File: src/rtl/uart_rx_fifo_if.sv
// Byte-stream bundle between the UART receiver, the receive FIFO and its consumer.
// The FIFO takes the slave side; the receiver/consumer (or a bench) takes the master side.
interface uart_rx_fifo_if #(
    parameter int DEPTH = 16
);
    logic [7:0]             rx_data;
    logic                   rx_done;
    logic [7:0]             rd_data;
    logic                   rd_valid;
    logic                   rd_ready;
    logic [$clog2(DEPTH):0] count;
    logic                   full;
    logic                   empty;
    logic                   overrun;
    logic                   clr_overrun;
    logic                   rx_timeout;

    modport master (
        output rx_data, rx_done, rd_ready, clr_overrun,
        input  rd_data, rd_valid, count, full, empty, overrun, rx_timeout
    );

    modport slave (
        input  rx_data, rx_done, rd_ready, clr_overrun,
        output rd_data, rd_valid, count, full, empty, overrun, rx_timeout
    );
endinterface

File: src/rtl/uart_rx_fifo.sv
// Receive FIFO behind the UART receiver: show-ahead valid/ready read port,
// sticky overrun flag and a character-timeout flag for lazily draining consumers.
module uart_rx_fifo #(
    parameter int clk_hz        = 50_000_000,
    parameter int baud_rate     = 9600,
    parameter int DEPTH         = 16,
    parameter int TIMEOUT_CHARS = 4
) (
    input logic            clk,
    input logic            rst,
    uart_rx_fifo_if.slave  bus
);
    localparam int CPB     = clk_hz / baud_rate;
    localparam int TO_CLKS = TIMEOUT_CHARS * 10 * CPB;
    localparam int AW      = $clog2(DEPTH);
    localparam int CW      = $clog2(DEPTH) + 1;
    localparam int TW      = $clog2(TO_CLKS + 1);

    logic [7:0]    r_mem [DEPTH];
    logic [AW-1:0] r_wrPtr;
    logic [AW-1:0] r_rdPtr;
    logic [CW-1:0] r_count;
    logic          r_overrun;
    logic [TW-1:0] r_toCnt;

    logic w_full;
    logic w_empty;
    logic w_pop;
    logic w_push;
    logic w_overrunEvt;
    logic w_toHit;

    assign w_full  = (r_count == CW'(DEPTH));
    assign w_empty = (r_count == '0);
    assign w_pop   = !w_empty && bus.rd_ready;
    // A pop in the same cycle frees the slot, so a full queue can still accept.
    assign w_push       = bus.rx_done && (!w_full || w_pop);
    assign w_overrunEvt = bus.rx_done && w_full && !w_pop;
    assign w_toHit      = (r_toCnt == TW'(TO_CLKS));

    always_ff @(posedge clk) begin
        if (w_push) begin
            r_mem[r_wrPtr] <= bus.rx_data;
        end
    end

    always_ff @(posedge clk or posedge rst) begin
        if (rst) begin
            r_wrPtr <= '0;
            r_rdPtr <= '0;
            r_count <= '0;
        end else begin
            if (w_push) begin
                r_wrPtr <= r_wrPtr + AW'(1);
            end
            if (w_pop) begin
                r_rdPtr <= r_rdPtr + AW'(1);
            end
            case ({w_push, w_pop})
                2'b10:   r_count <= r_count + CW'(1);
                2'b01:   r_count <= r_count - CW'(1);
                default: r_count <= r_count;
            endcase
        end
    end

    // Set has priority so an overrun coinciding with a clear is never lost.
    always_ff @(posedge clk or posedge rst) begin
        if (rst) begin
            r_overrun <= 1'b0;
        end else if (w_overrunEvt) begin
            r_overrun <= 1'b1;
        end else if (bus.clr_overrun) begin
            r_overrun <= 1'b0;
        end
    end

    always_ff @(posedge clk or posedge rst) begin
        if (rst) begin
            r_toCnt <= '0;
        end else if (w_push || w_pop || w_empty) begin
            r_toCnt <= '0;
        end else if (!w_toHit) begin
            r_toCnt <= r_toCnt + TW'(1);
        end
    end

    assign bus.rd_data    = w_empty ? 8'h00 : r_mem[r_rdPtr];
    assign bus.rd_valid   = !w_empty;
    assign bus.count      = r_count;
    assign bus.full       = w_full;
    assign bus.empty      = w_empty;
    assign bus.overrun    = r_overrun;
    assign bus.rx_timeout = w_toHit && !w_empty;
endmodule

File: src/flat_wrapper.sv
// flat-port wrapper written by rule: the top's interface ports become plain ports
module uart_rx_fifo_flat 
#(
    parameter int clk_hz        = 50_000_000,
    parameter int baud_rate     = 9600,
    parameter int DEPTH         = 16,
    parameter int TIMEOUT_CHARS = 4
)
  (clk, rst, bus_rx_data, bus_rx_done, bus_rd_ready, bus_clr_overrun, bus_rd_data, bus_rd_valid, bus_count, bus_full, bus_empty, bus_overrun, bus_rx_timeout);
  uart_rx_fifo_if #(.DEPTH(DEPTH)) bus_i ();
  input logic clk;
  input logic rst;
  input wire logic [$bits(bus_i.rx_data)-1:0] bus_rx_data;
  input wire logic [$bits(bus_i.rx_done)-1:0] bus_rx_done;
  input wire logic [$bits(bus_i.rd_ready)-1:0] bus_rd_ready;
  input wire logic [$bits(bus_i.clr_overrun)-1:0] bus_clr_overrun;
  output wire logic [$bits(bus_i.rd_data)-1:0] bus_rd_data;
  output wire logic [$bits(bus_i.rd_valid)-1:0] bus_rd_valid;
  output wire logic [$bits(bus_i.count)-1:0] bus_count;
  output wire logic [$bits(bus_i.full)-1:0] bus_full;
  output wire logic [$bits(bus_i.empty)-1:0] bus_empty;
  output wire logic [$bits(bus_i.overrun)-1:0] bus_overrun;
  output wire logic [$bits(bus_i.rx_timeout)-1:0] bus_rx_timeout;
  assign bus_i.rx_data = bus_rx_data;
  assign bus_i.rx_done = bus_rx_done;
  assign bus_i.rd_ready = bus_rd_ready;
  assign bus_i.clr_overrun = bus_clr_overrun;
  assign bus_rd_data = bus_i.rd_data;
  assign bus_rd_valid = bus_i.rd_valid;
  assign bus_count = bus_i.count;
  assign bus_full = bus_i.full;
  assign bus_empty = bus_i.empty;
  assign bus_overrun = bus_i.overrun;
  assign bus_rx_timeout = bus_i.rx_timeout;
  uart_rx_fifo #(.clk_hz(clk_hz), .baud_rate(baud_rate), .DEPTH(DEPTH), .TIMEOUT_CHARS(TIMEOUT_CHARS)) u_core (.clk(clk), .rst(rst), .bus(bus_i));
endmodule
File: config.mk
export PLATFORM = sky130hd
export DESIGN_NAME = uart_rx_fifo_flat
export DESIGN_NICKNAME = d
export VERILOG_FILES = /design/src/rtl/uart_rx_fifo_if.sv /design/src/rtl/uart_rx_fifo.sv /design/src/flat_wrapper.sv
export SDC_FILE = /design/constraint.sdc
export NUM_CORES = 1
export LEC_CHECK = 0
export BUFFER_PORTS_ARGS = -buffer_cell sky130_fd_sc_hd__buf_2
export CORE_UTILIZATION = 35
export DETAILED_ROUTE_END_ITERATION = 12
export PLACE_DENSITY = 0.52
export SYNTH_ARGS = -nofsm -noshare
export SYNTH_HDL_FRONTEND = slang
export SYNTH_SLANG_ARGS = --single-unit
File: constraint.sdc
create_clock -name clk -period 4.1 [get_ports clk]
set_input_delay 0.41 -clock clk [delete_from_list [all_inputs] [get_ports clk]]
set_output_delay 0.41 -clock clk [all_outputs]
set_load 0.005 [all_outputs]
==> results.toml <==
[yosys]
synthXorXnorAreaFrac_pct = 2.57
mappedNetlistArea_um2 = 6780
postSynth.topFlopCell = "sky130_fd_sc_hd__edfxtp_1"
largest_family_of_logic_cells_by_synthesized_area = "multiplexers"
synth-adder-area-share_pct = 1.85
ys_seq_elements = 160
synthesized_instance_count = 404
synth_async_sr_flop_share_pct = 20.0
mappedNetlistNets = 427
synth_simple_gate_area_share_pct = 7.66
synth_seq_area_share_pct = 68.5
synth_enable_flop_cells = 128
yosys_warnings = 0
synth.area.mux_share_pct = 13.6
synth.avg_cell_area_um2 = 16.8
synth-compound-area-share_pct = 3.27
synth.lib_cells_used.distinct = 43

[placed_design]
place_congestion = 0.789
place_inst = 689
io_buffer_count = 30
pre_cts_ws_ps = 1560
detailed_place.area_um2 = 7290
place.detailed.hpwl_um = 8790

[power_and_ir_drop]
vdd_drop_max_v = 0.000308
power.density_nw_per_um2 = 644
static-leakage-power_nw = 2.77

[sta]
fin_crit_ps = 2930
setup_violations = 0
final.setup_skew_ps = 4.79
rsz0062_at_grt = "false"
slew_headroom_pct = 24.1
timing_max_transition_violations_final = 0
period_share_pct = 71.5
post-route-worst-setup-slack_ps = 1170
finalHoldViolations = 0
maxClockFrequency_mhz = 341
final.setup.tns_ps = 0
hold_slack_ps = 76.6
worst_pin_slew_ps = 1140

[floorplanning]
initial_cell_density_of_the_core_pct = 36.0
core_region_area_um2 = 18800
dieArea_um2 = 19900
die_w_um = 141
rows = 50
die_height_um = 141
num_io_pins = 31

[global_route]
antenna_violations_before_repair = 0
grt_start_max_net_pins = 33
grt_remaining_overflow = 0
first_global_vias = 3747
grt_pass1_wl_um = 21200
grtUsageTotal_pct = 14.6

[final_layout]
post-route-cell-area_um2 = 7880
final-seq-area_um2 = 4650
fin_cells = 720
multiInputGateArea_um2 = 2010
highest_count_cells_in_the_layout_ignoring_fill_and_taps = "128 x sky130_fd_sc_hd__edfxtp_1, 32 x sky130_fd_sc_hd__mux4_2, 31 x sky130_fd_sc_hd__dfrtp_1"
layout-area-overhead-vs-synth_pct = 16.2
layout.cells.most_common = "sky130_fd_sc_hd__edfxtp_1"
fill_cells = 1692
final_net_count = 471
drive_gt1_share_pct = 26.1
antennaDiodeCount = 0

[cts]
postCtsSetupBuffers = 0
clk-insertion-delay-late_ps = 410
cts_tree = "built"
tritoncts.num_buffers = 17
clk_pin_slew_worst_paths_ps = 60
cts.htree.levels = 4
numClockSinks = 160
cts_hold_buf = 0
clk_path_buf_depth = 2
cts_root_buffer = "sky130_fd_sc_hd__clkbuf_16"
postCtsResizedCells = 0

[route]
number_of_vias_per_cell = 5.04
detail_route.first_pass.iterations = 4
drcViolationCount = 0
vias = 3629
initialDrtViolationCount = 210
detail-route-antenna-nets = 0
route.detailed.wl_per_inst_um = 18.6
routed_wl_um = 13400

[run_status]
status = "completed"

[hold_path]
hold_path.class = "in2async"

[worst_setup_path]
crit_path_start_kind = "register"
cp_data_required_time_ps = 3690
setup.worst_path.end_class = "primary output"
worstPathMaxFanout = 18
cp_data_arrival_time_ps = 2520
worst-setup-path-type = "reg2out"

[run]
drv.max_cap_violation_count = 0
==> power by group <==
part,internal (mW),switching (mW),total (mW)
Combinational,0.662,0.649,1.31
Sequential,1.95,0.234,2.19
Clock,0.954,0.620,1.57
==> cell type report <==
class                           instances  share of cell area [%]
Inverter                               18                   0.873
Clock buffer                           17                    5.40
Tap cell                              260                    4.13
Sequential cell                       160                    59.0
Timing Repair Buffer                   42                    3.05
Clock inverter                         14                    2.03
Multi-Input combinational cell        209                    25.6
==> cells in the mapped netlist, types with 4 or more instances <==
cell type | number | area [um2]
sky130_fd_sc_hd__o22ai_1 | 8 | 50.1
sky130_fd_sc_hd__xnor2_1 | 7 | 61.3
sky130_fd_sc_hd__and3_1 | 6 | 37.5
sky130_fd_sc_hd__nand4_1 | 5 | 31.3
sky130_fd_sc_hd__nand3_1 | 9 | 45.0
sky130_fd_sc_hd__o31ai_1 | 4 | 30.0
sky130_fd_sc_hd__nand2_1 | 14 | 52.6
sky130_fd_sc_hd__and4_1 | 4 | 35.0
sky130_fd_sc_hd__mux4_2 | 32 | 721
sky130_fd_sc_hd__dfrtp_1 | 32 | 801
sky130_fd_sc_hd__or3_1 | 5 | 31.3
sky130_fd_sc_hd__clkbuf_1 | 6 | 22.5
sky130_fd_sc_hd__o21ai_0 | 8 | 40.0
sky130_fd_sc_hd__xor2_1 | 11 | 96.3
sky130_fd_sc_hd__ha_1 | 10 | 125
sky130_fd_sc_hd__edfxtp_1 | 128 | 3840
sky130_fd_sc_hd__mux2i_1 | 18 | 180
sky130_fd_sc_hd__nor4_1 | 10 | 62.6
sky130_fd_sc_hd__nor2_1 | 17 | 63.8
sky130_fd_sc_hd__buf_2 | 6 | 30.0
sky130_fd_sc_hd__inv_1 | 17 | 63.8
sky130_fd_sc_hd__a21oi_1 | 12 | 60.1
==> metal layers <==
metal  vias to the layer above  routed length (um)  GRT usage, %
met1                      1881                6210          19.2
li1                       1671                   -             -
met4                         0                 118          4.23
met5                         -                   0             0
met3                         8                 438          3.91
met2                        69                6630          23.8
==> cells by family after synthesis <==
| group | Yosys count |
|---|---|
| adder cells (fa/ha/maj) | 10 |
| multiplexers | 52 |
| buffers and inverters | 35 |
| AND/OR/NAND/NOR | 92 |
| XOR/XNOR | 19 |
| flip-flops | 160 |
| AO/OA/AOI/OAI | 36 |
==> flip-flops by register name (all words and copies together), names as in the netlist <==
register            cells
u_core.r_rdPtr          4
u_core.r_toCnt         18
u_core.r_mem          128
u_core.bus.count        5
u_core.bus.overrun      1
u_core.r_wrPtr          4
==> worst max-delay path: stages, from the launching register on <==
cell and delay [ps]:
sky130_fd_sc_hd__dfrtp_1 860, sky130_fd_sc_hd__buf_4 400, sky130_fd_sc_hd__mux4_2 340, sky130_fd_sc_hd__mux2i_1 240, sky130_fd_sc_hd__o22ai_1 130, sky130_fd_sc_hd__buf_2 140
==> metrics by stage <==
| step | util (%) | power, mW |
|---|---|---|
| after floorplan | - | 3.11 |
| after global placement | 38.7 | 3.54 |
| after detailed placement | 38.7 | 3.56 |
| after CTS | 41.8 | 5.14 |
| after global routing | 41.8 | 5.33 |
| final | 41.8 | 5.07 |
==> path summary, 6_finish.rpt <==
kind                                     start            endpoint  slack (ps)  cells after the start
max                          u_core.r_rdPtr[1]      bus_rd_data[7]        1170                      5
min                                        rst   u_core.r_toCnt[6]          80                      3
max reg2reg                u_core.bus.count[2]   u_core.r_toCnt[0]        1610                      6
min reg2reg                 u_core.bus.overrun  u_core.bus.overrun         500                      1
max in group asynchronous                  rst   u_core.r_rdPtr[0]        3690                      3
min in group clk               bus_clr_overrun  u_core.bus.overrun         280                      3
(Power assumes the default switching activity.)
